===== src/rtl/pe_eject_buffer.sv =====
// pe_eject_buffer
//   Ejection stage between a mesh switch's local output port and the PE
//   interface receive side. Each incoming flit's destination is compared with
//   this node's (X,Y). Misrouted flits are handshaken and discarded, and they
//   are counted. Correctly addressed flits go into a DEPTH-entry
//   first-word-fall-through FIFO.
//
// Ports
//   clk        : single clock, rising edge
//   rstn       : synchronous active-low reset
//   i_data     : flit from switch; dest_x = [XW-1:0], dest_y = [XW+YW-1:XW]
//   i_valid    : switch flit valid
//   o_ready    : buffer can accept a flit (registered state only)
//   o_data     : head flit to PE interface (mem[rd_ptr])
//   o_valid    : o_data valid (FIFO not empty)
//   i_ready    : PE interface accepts the head flit
//   o_count    : stored flit count, 0..DEPTH
//   o_drop_cnt : misrouted flits discarded, saturating at 16'hFFFF
//   o_drop_err : sticky, set on the first discard

module pe_eject_buffer #(
    parameter int X           = 0,
    parameter int Y           = 0,
    parameter int total_width = 280,
    parameter int x_size      = 4,
    parameter int y_size      = 4,
    parameter int DEPTH       = 4,
    localparam int XW = (x_size > 1) ? $clog2(x_size) : 1,
    localparam int YW = (y_size > 1) ? $clog2(y_size) : 1,
    localparam int AW = $clog2(DEPTH)
) (
    input  logic                   clk,
    input  logic                   rstn,
    input  logic [total_width-1:0] i_data,
    input  logic                   i_valid,
    output logic                   o_ready,
    output logic [total_width-1:0] o_data,
    output logic                   o_valid,
    input  logic                   i_ready,
    output logic [AW:0]            o_count,
    output logic [15:0]            o_drop_cnt,
    output logic                   o_drop_err
);

    localparam logic [XW-1:0] X_ID  = XW'(X);
    localparam logic [YW-1:0] Y_ID  = YW'(Y);
    localparam logic [AW:0]   FULL  = (AW+1)'(DEPTH);

    function automatic logic [15:0] sat_inc16(input logic [15:0] v);
        return (v == 16'hFFFF) ? v : v + 16'd1;
    endfunction

    logic [total_width-1:0] mem_q [DEPTH];

    logic [AW-1:0] wr_ptr_q, wr_ptr_d;
    logic [AW-1:0] rd_ptr_q, rd_ptr_d;
    logic [AW:0]   count_q, count_d;
    logic [15:0]   drop_cnt_q, drop_cnt_d;
    logic          drop_err_q, drop_err_d;

    logic match;
    logic accept;
    logic push_store;
    logic push_drop;
    logic pop;

    // Handshake flags depend only on registered occupancy, never on
    // i_valid/i_ready, so there is no combinational loop through the switch.
    assign o_ready = (count_q != FULL);
    assign o_valid = (count_q != '0);
    assign o_data  = mem_q[rd_ptr_q];

    assign o_count    = count_q;
    assign o_drop_cnt = drop_cnt_q;
    assign o_drop_err = drop_err_q;

    assign match      = (i_data[XW-1:0] == X_ID) & (i_data[XW+YW-1:XW] == Y_ID);
    assign accept     = i_valid & o_ready;
    assign push_store = accept & match;
    assign push_drop  = accept & ~match;
    assign pop        = o_valid & i_ready;

    always_comb begin
        wr_ptr_d   = wr_ptr_q;
        rd_ptr_d   = rd_ptr_q;
        count_d    = count_q;
        drop_cnt_d = drop_cnt_q;
        drop_err_d = drop_err_q;

        if (push_store) wr_ptr_d = wr_ptr_q + 1'b1;
        if (pop)        rd_ptr_d = rd_ptr_q + 1'b1;

        // A discarded push never touches occupancy, so it falls into the
        // pop-only branch when it coincides with a pop.
        unique case ({push_store, pop})
            2'b10:   count_d = count_q + 1'b1;
            2'b01:   count_d = count_q - 1'b1;
            default: count_d = count_q;
        endcase

        if (push_drop) begin
            drop_cnt_d = sat_inc16(drop_cnt_q);
            drop_err_d = 1'b1;
        end
    end

    always_ff @(posedge clk) begin
        if (!rstn) begin
            wr_ptr_q   <= '0;
            rd_ptr_q   <= '0;
            count_q    <= '0;
            drop_cnt_q <= '0;
            drop_err_q <= 1'b0;
        end else begin
            wr_ptr_q   <= wr_ptr_d;
            rd_ptr_q   <= rd_ptr_d;
            count_q    <= count_d;
            drop_cnt_q <= drop_cnt_d;
            drop_err_q <= drop_err_d;
        end
    end

    // Storage carries data only; stale contents are masked by o_valid.
    always_ff @(posedge clk) begin
        if (rstn && push_store) mem_q[wr_ptr_q] <= i_data;
    end

endmodule


===== config.mk =====
export PLATFORM = sky130hd
export DESIGN_NAME = pe_eject_buffer
export DESIGN_NICKNAME = d
export VERILOG_FILES = /design/src/rtl/pe_eject_buffer.sv
export SDC_FILE = /design/constraint.sdc
export NUM_CORES = 1
export LEC_CHECK = 0
export CAP_MARGIN = 20
export CORE_ASPECT_RATIO = 0.6
export CORE_MARGIN = 5
export CORE_UTILIZATION = 49
export DETAILED_ROUTE_END_ITERATION = 8
export PLACE_DENSITY = 0.76
export RECOVER_POWER = 50
export SLEW_MARGIN = 20
export SYNTH_ARGS = -nofsm -noshare
export SYNTH_HDL_FRONTEND = slang
export SYNTH_SLANG_ARGS = --single-unit

===== constraint.sdc =====
create_clock -name clk -period 10.35 [get_ports clk]
set_input_delay 3.105 -clock clk [delete_from_list [all_inputs] [get_ports clk]]
set_output_delay 3.105 -clock clk [all_outputs]
set_load 0.05 [all_outputs]

==> flow_metrics.tcl, run 1 <==
set metrics [dict create \
    final_common_cell "edfxtp_1" \
    ys_seq_area_frac 0.821 \
    post_cts_resized 0 \
    tns_ps 0 \
    die_h_um 236 \
    required_ps 10650 \
    final_cell_mix "edfxtp_1 (1120), clkdlybuf4s50_1 (303), dlygate4sd3_1 (282)" \
    gr-usage-all-layers 0.192 \
    path_class "input port to flop" \
    worstPathCellList "dlygate4sd3_1, nor4_1, and3_1, and3_1, buf_4" \
    drt_wl_total_um 87800 \
    max-cap-violations 4 \
    cts_max_level 3 \
    cp_slowest_cell "and3_1" \
    setup_violations 0 \
    tightest_slew_ps 3010 \
    syn_inst 1619 \
    wl_per_cell_um 25.2 \
    violations "max-capacitance violations, max-slew violations" \
    syn_avg_cell_area_um2 25.7 \
    grt_pass1_wl_um 131000 \
    clk_path_buf_depth 3 \
    hold_buffers 0 \
    dr.pass1.iters 7 \
    leakage_nw 16.0 \
    drtIter0Drc 1514 \
    post_cts_buffers 0 \
    hpwl_um 54000 \
    fill_cells 5484 \
    post_drt_via_cell_ratio 5.56 \
    vias 19400 \
    place.gp.congestion 0.803 \
    finalNetCount 2548 \
    antenna_found_initial 25 \
    initial_core_util 0.496 \
    rows 82 \
    status "finished with violations" \
    layout-drive-gt1-share 0.188 \
    cp_max_fo 64 \
    path_clk_slew_ps 60 \
    antenna_left 0 \
    p_per_area_nw_per_um2 178 \
    dieArea_um2 91000 \
    finalHoldViolCount 0 \
    fin_worst_skew_ps 21.1 \
    gr-total-overflow 0 \
    synth_area_um2 41600 \
    grt_max_degree 165 \
    critPathCaptureType "flop" \
    syn_to_final_growth_pct 25.3 \
    fin_crit_ps 7620 \
    synth.distinct_cells 41 \
    crit_top_cell "and3_1" \
    total_power_w 0.00926 \
    ys_ff_latch 1146 \
    cts_root_buf "clkbuf_16" \
    remaining_drc_errors 0 \
    io_buffers 585 \
    core_area_um2 83800 \
    clock_latency_ps 700 \
    yosys_warnings 0 \
    ioPinCount 586 \
    die_w_um 386 \
    startpoint_type "input port" \
    rsz0062_at_grt "no" \
    period_share 0.736 \
    max_stage_delay_ps 2250 \
    hold_slack_ps 463 \
    cts_tree "yes" \
    cts_sinks 1146 \
    drv_slew 182 \
    cts_inserted_buffers 100 \
    cp.arrival_ps 7920 \
    hp-class "flop to flop" \
    synthesis.nets 1910 \
    max_freq_mhz 131 \
    first_global_vias 20200 \
    relSlewSlack -1.01 \
    ir_drop_mv 0.161 \
]
critical path, delay by kind of cell:
kind / cells / cell delay [ps]
and+or+nand+nor: 3 / 3020
buffers and inverters: 2 / 1650
synthesized netlist by cell type (all sizes together):
master | instances | area [um2]
inv | 7 | 26.3
o41ai | 3 | 26.3
mux4 | 280 | 6310
nand3 | 5 | 30.0
or4b | 1 | 10.0
mux2i | 3 | 30.0
o21a | 1 | 7.51
o31ai | 6 | 45.0
fa | 1 | 20.0
clkbuf | 24 | 90.1
nor3 | 3 | 15.0
or4 | 8 | 60.1
a21oi | 13 | 65.1
ha | 6 | 75.1
o21ai | 4 | 20.0
and4 | 2 | 17.5
edfxtp | 1120 | 33600
nor4 | 4 | 40.0
and2 | 1 | 6.26
o211a | 1 | 10.0
o311ai | 2 | 17.5
buf | 45 | 224
xor2 | 3 | 26.3
nand2b | 4 | 25.0
nor2 | 9 | 33.8
clkinv | 1 | 3.75
or3 | 4 | 25.0
or3b | 1 | 8.76
o31a | 1 | 8.76
nand3b | 1 | 7.51
and3 | 8 | 50.1
nand2 | 13 | 48.8
dfxtp | 26 | 521
xnor2 | 2 | 17.5
nand4 | 6 | 58.8
where the power goes:
group          internal (W)  switching, W
logic              0.000209      0.000285
clock network       0.00205       0.00161
registers           0.00510    0.00000601
sequential cells by signal, summed over array words and instances, names as in the netlist, named ones only:
name,count
mem_q,1120
o_drop_cnt,16
wr_ptr_q,2
rd_ptr_q,2
o_drop_err,1
o_count,3
per-layer routing:
metal | vias up | global-route usage | wire, um
met2 | 601 | 0.310 | 44100
met4 | 20 | 0.0385 | 1420
met3 | 131 | 0.0650 | 7270
met5 | - | 0 | 126
li1 | 8309 | - | -
met1 | 10300 | 0.258 | 34800
cells by family after synthesis:
kind of cell	synth area share
mux	0.152
compound gates	0.00481
xor+xnor	0.00105
buf+inv	0.00827
fa+ha+maj	0.00229
flops	0.821
simple gates	0.0105
worst paths after layout:
check | endpoint | cells after the start | slack [ps] | startpoint
hold reg to reg | o_drop_err | 1 | 460 | o_drop_err
setup reg to reg | mem_q[0][116] | 4 | 5490 | o_count[0]
hold / removal | o_drop_err | 1 | 460 | o_drop_err
setup / recovery | mem_q[0][116] | 5 | 2730 | i_data[1]
final cells by class:
class / count / area (um2) / share of cell area
Clock inverter: 52 / 573 / 0.0110
Tap cell: 1134 / 1420 / 0.0272
Sequential cell: 1146 / 34200 / 0.655
Timing Repair Buffer: 605 / 6150 / 0.118
Antenna cell: 18 / 45.0 / 0.000864
Multi-Input combinational cell: 396 / 7090 / 0.136
Inverter: 8 / 30.0 / 0.000576
Clock buffer: 129 / 2650 / 0.0509
through the flow:
step           worst slack [ps]  utilization  cell area (um2)  cells
2_1_floorplan              2760            -            41600   1619
3_3_place_gp               3750        0.583            48900   3288
5_1_grt                    2450        0.621            52100   3474
3_5_place_dp               3670        0.583            48900   3288
6_report                   2730        0.622            52100   3488
4_1_cts                    3440        0.621            52100   3469
(Power assumes the default switching activity.)
==> inputs of run 2 (changes only) <==
--- a/config.mk
+++ b/config.mk
@@ -8,9 +8,9 @@
 export CAP_MARGIN = 20
 export CORE_ASPECT_RATIO = 0.6
 export CORE_MARGIN = 5
-export CORE_UTILIZATION = 49
+export CORE_UTILIZATION = 50
 export DETAILED_ROUTE_END_ITERATION = 8
-export PLACE_DENSITY = 0.76
+export PLACE_DENSITY = 0.74
 export RECOVER_POWER = 50
 export SLEW_MARGIN = 20
 export SYNTH_ARGS = -nofsm -noshare
==> constraint.sdc (replaced) <==
create_clock -name clk -period 7.73 [get_ports clk]
set_input_delay 2.319 -clock clk [delete_from_list [all_inputs] [get_ports clk]]
set_output_delay 2.319 -clock clk [all_outputs]
set_load 0.05 [all_outputs]
==> run 2 against run 1 <==
  * The flow still finishes with violations (max-capacitance violations, max-slew violations)
  * Via count up 0.57%
  * Global-route usage up 1.2 points
  * Utilization up 1.8 points
  * Non-clock buffer count up 21
  * Register-to-register slack worse by 2600 ps
  * Worst hold slack better by 3.6 ps
  * Sequential power up 34%
==> flow_metrics.tcl, run 2 (synthesis results as in run 1) <==
set metrics [dict create \
    status "finished with violations" \
    violations "max-capacitance violations, max-slew violations" \
    dr.pass1.iters 5 \
    clock_latency_ps 670 \
    drt_wl_total_um 91300 \
    io_buffers 585 \
    post_cts_buffers 0 \
    p_per_area_nw_per_um2 242 \
    required_ps 8060 \
    path_class "input port to flop" \
    final_cell_mix "edfxtp_1 (1120), clkdlybuf4s50_1 (303), dlygate4sd3_1 (282)" \
    largest_register "mem_q" \
    holdPathStages 1 \
    ioPinCount 586 \
    rrSetupSlack_ps 2860 \
    max_freq_mhz 150 \
    setup_violations 0 \
    syn_to_final_growth_pct 26.1 \
    sw_frac_of_total 0.204 \
    drtIter0Drc 1444 \
    initial_core_util 0.507 \
    placedCellCount 3255 \
    hpwl_um 57700 \
    rr_worst_depth 4 \
    post_drt_via_cell_ratio 5.64 \
    final_common_cell "edfxtp_1" \
    antenna_left 0 \
    antenna_found_initial 37 \
    post_cts_resized 0 \
    hp-start "o_drop_err" \
    hold_end "o_drop_err" \
    ir_drop_mv 0.265 \
    max-cap-violations 4 \
    fill_cells 5195 \
    grt_max_degree 93 \
    rsz0062_at_grt "no" \
    hp-class "flop to flop" \
    finalNetCount 2569 \
    fin_crit_ps 6660 \
    remaining_drc_errors 0 \
    hold_buffers 0 \
    startpoint_type "input port" \
    gr-total-overflow 0 \
    tightest_slew_ps 3470 \
    gr-usage-all-layers 0.204 \
    final_cells 3458 \
    core_area_um2 82000 \
    die_h_um 233 \
    leakage_nw 16.2 \
    drv_slew 198 \
    cts_max_level 3 \
    crit_top_cell "and3_1" \
    worstPathCellList "dlygate4sd3_1, nor4_1, and3_1, and3_1, buf_4" \
    finalHoldViolCount 0 \
    relSlewSlack -1.31 \
    first_global_vias 20400 \
    cp_slowest_cell "and3_1" \
    cp_max_fo 58 \
    cts_sinks 1146 \
    rows 81 \
    cts_root_buf "clkbuf_16" \
    reg2reg_from "o_count[0]" \
    fin_worst_skew_ps 17.6 \
    max_stage_delay_ps 2550 \
    largest_reg_flops 1120 \
    timing.rr.end "mem_q[3][263]" \
    critPathCaptureType "flop" \
    cts_inserted_buffers 100 \
    pwr-share-clk 0.408 \
    dieArea_um2 89300 \
    p_sw_w 0.00259 \
    cp.arrival_ps 6980 \
    path_clk_slew_ps 70 \
    cts_tree "yes" \
    wl_per_cell_um 26.4 \
    place.gp.congestion 0.775 \
    combPwrFrac 0.052 \
    vias 19500 \
    period_share 0.861 \
    layout-drive-gt1-share 0.201 \
    grt_pass1_wl_um 135000 \
    die_w_um 382 \
    p_int_w 0.0101 \
    tns_ps 0 \
    p_seq_frac 0.540 \
    clk_path_buf_depth 3 \
]
==> run 2: per-layer routing <==
| layer | vias up | global-route usage | part of all wire |
|---|---|---|---|
| li1 | 8357 | - | - |
| met1 | 10300 | 0.282 | 0.40 |
| met2 | 680 | 0.336 | 0.51 |
| met3 | 137 | 0.0527 | 0.074 |
| met4 | 30 | 0.0435 | 0.017 |
| met5 | - | 0 | 0.0020 |
==> run 2: final cells by class <==
cell class,count,area [um2],area share
inverters,8,30.0,0.000572
flip-flops and latches,1146,34200,0.651
clock inverters,65,806,0.0154
clock buffers,121,2620,0.0500
repair buffers,626,6350,0.121
diodes,17,42.5,0.000811
well taps,1079,1350,0.0257
multi-input cells,396,7090,0.135
==> run 2: worst max-delay path, delay by kind of cell <==
kind | cells | cell delay [ps]
buf+inv | 2 | 1310
simple gates | 3 | 3230
==> run 2: power by group through the flow <==
stage	clock network (W)	registers (W)	logic, W
after floorplan	0	0.00697	0.000346
after global placement	0	0.00697	0.000680
after detailed placement	0	0.00697	0.000697
after CTS	0.00529	0.00684	0.000701
after global routing	0.00558	0.00683	0.000697
final	0.00517	0.00684	0.000665
==> run 2: how the worst max path moves through the flow <==
stage / end / slack, ps / startpoint / cells past startpoint
global placement: mem_q[3][18] / 2330 / i_data[1] / 5
CTS: o_data[218] / 1730 / flop / 3
global route: mem_q[3][262] / 850 / i_data[1] / 5
floorplan: mem_q[0][0] / 930 / i_data[1] / 4
finish: mem_q[3][263] / 1070 / i_data[1] / 5
detailed placement: mem_q[3][274] / 2320 / i_data[1] / 5
==> run 2: metrics by stage <==
step	total power, W	setup WS [ps]	utilization	cell area [um2]	hold slack (ps)
finish	0.0127	1070	0.640	52500	467
floorplan	0.00732	929	-	41600	469
detailed placement	0.00767	2320	0.598	49000	458
CTS	0.0128	1730	0.640	52500	474
global placement	0.00765	2330	0.598	49000	454
global route	0.0131	848	0.639	52400	497
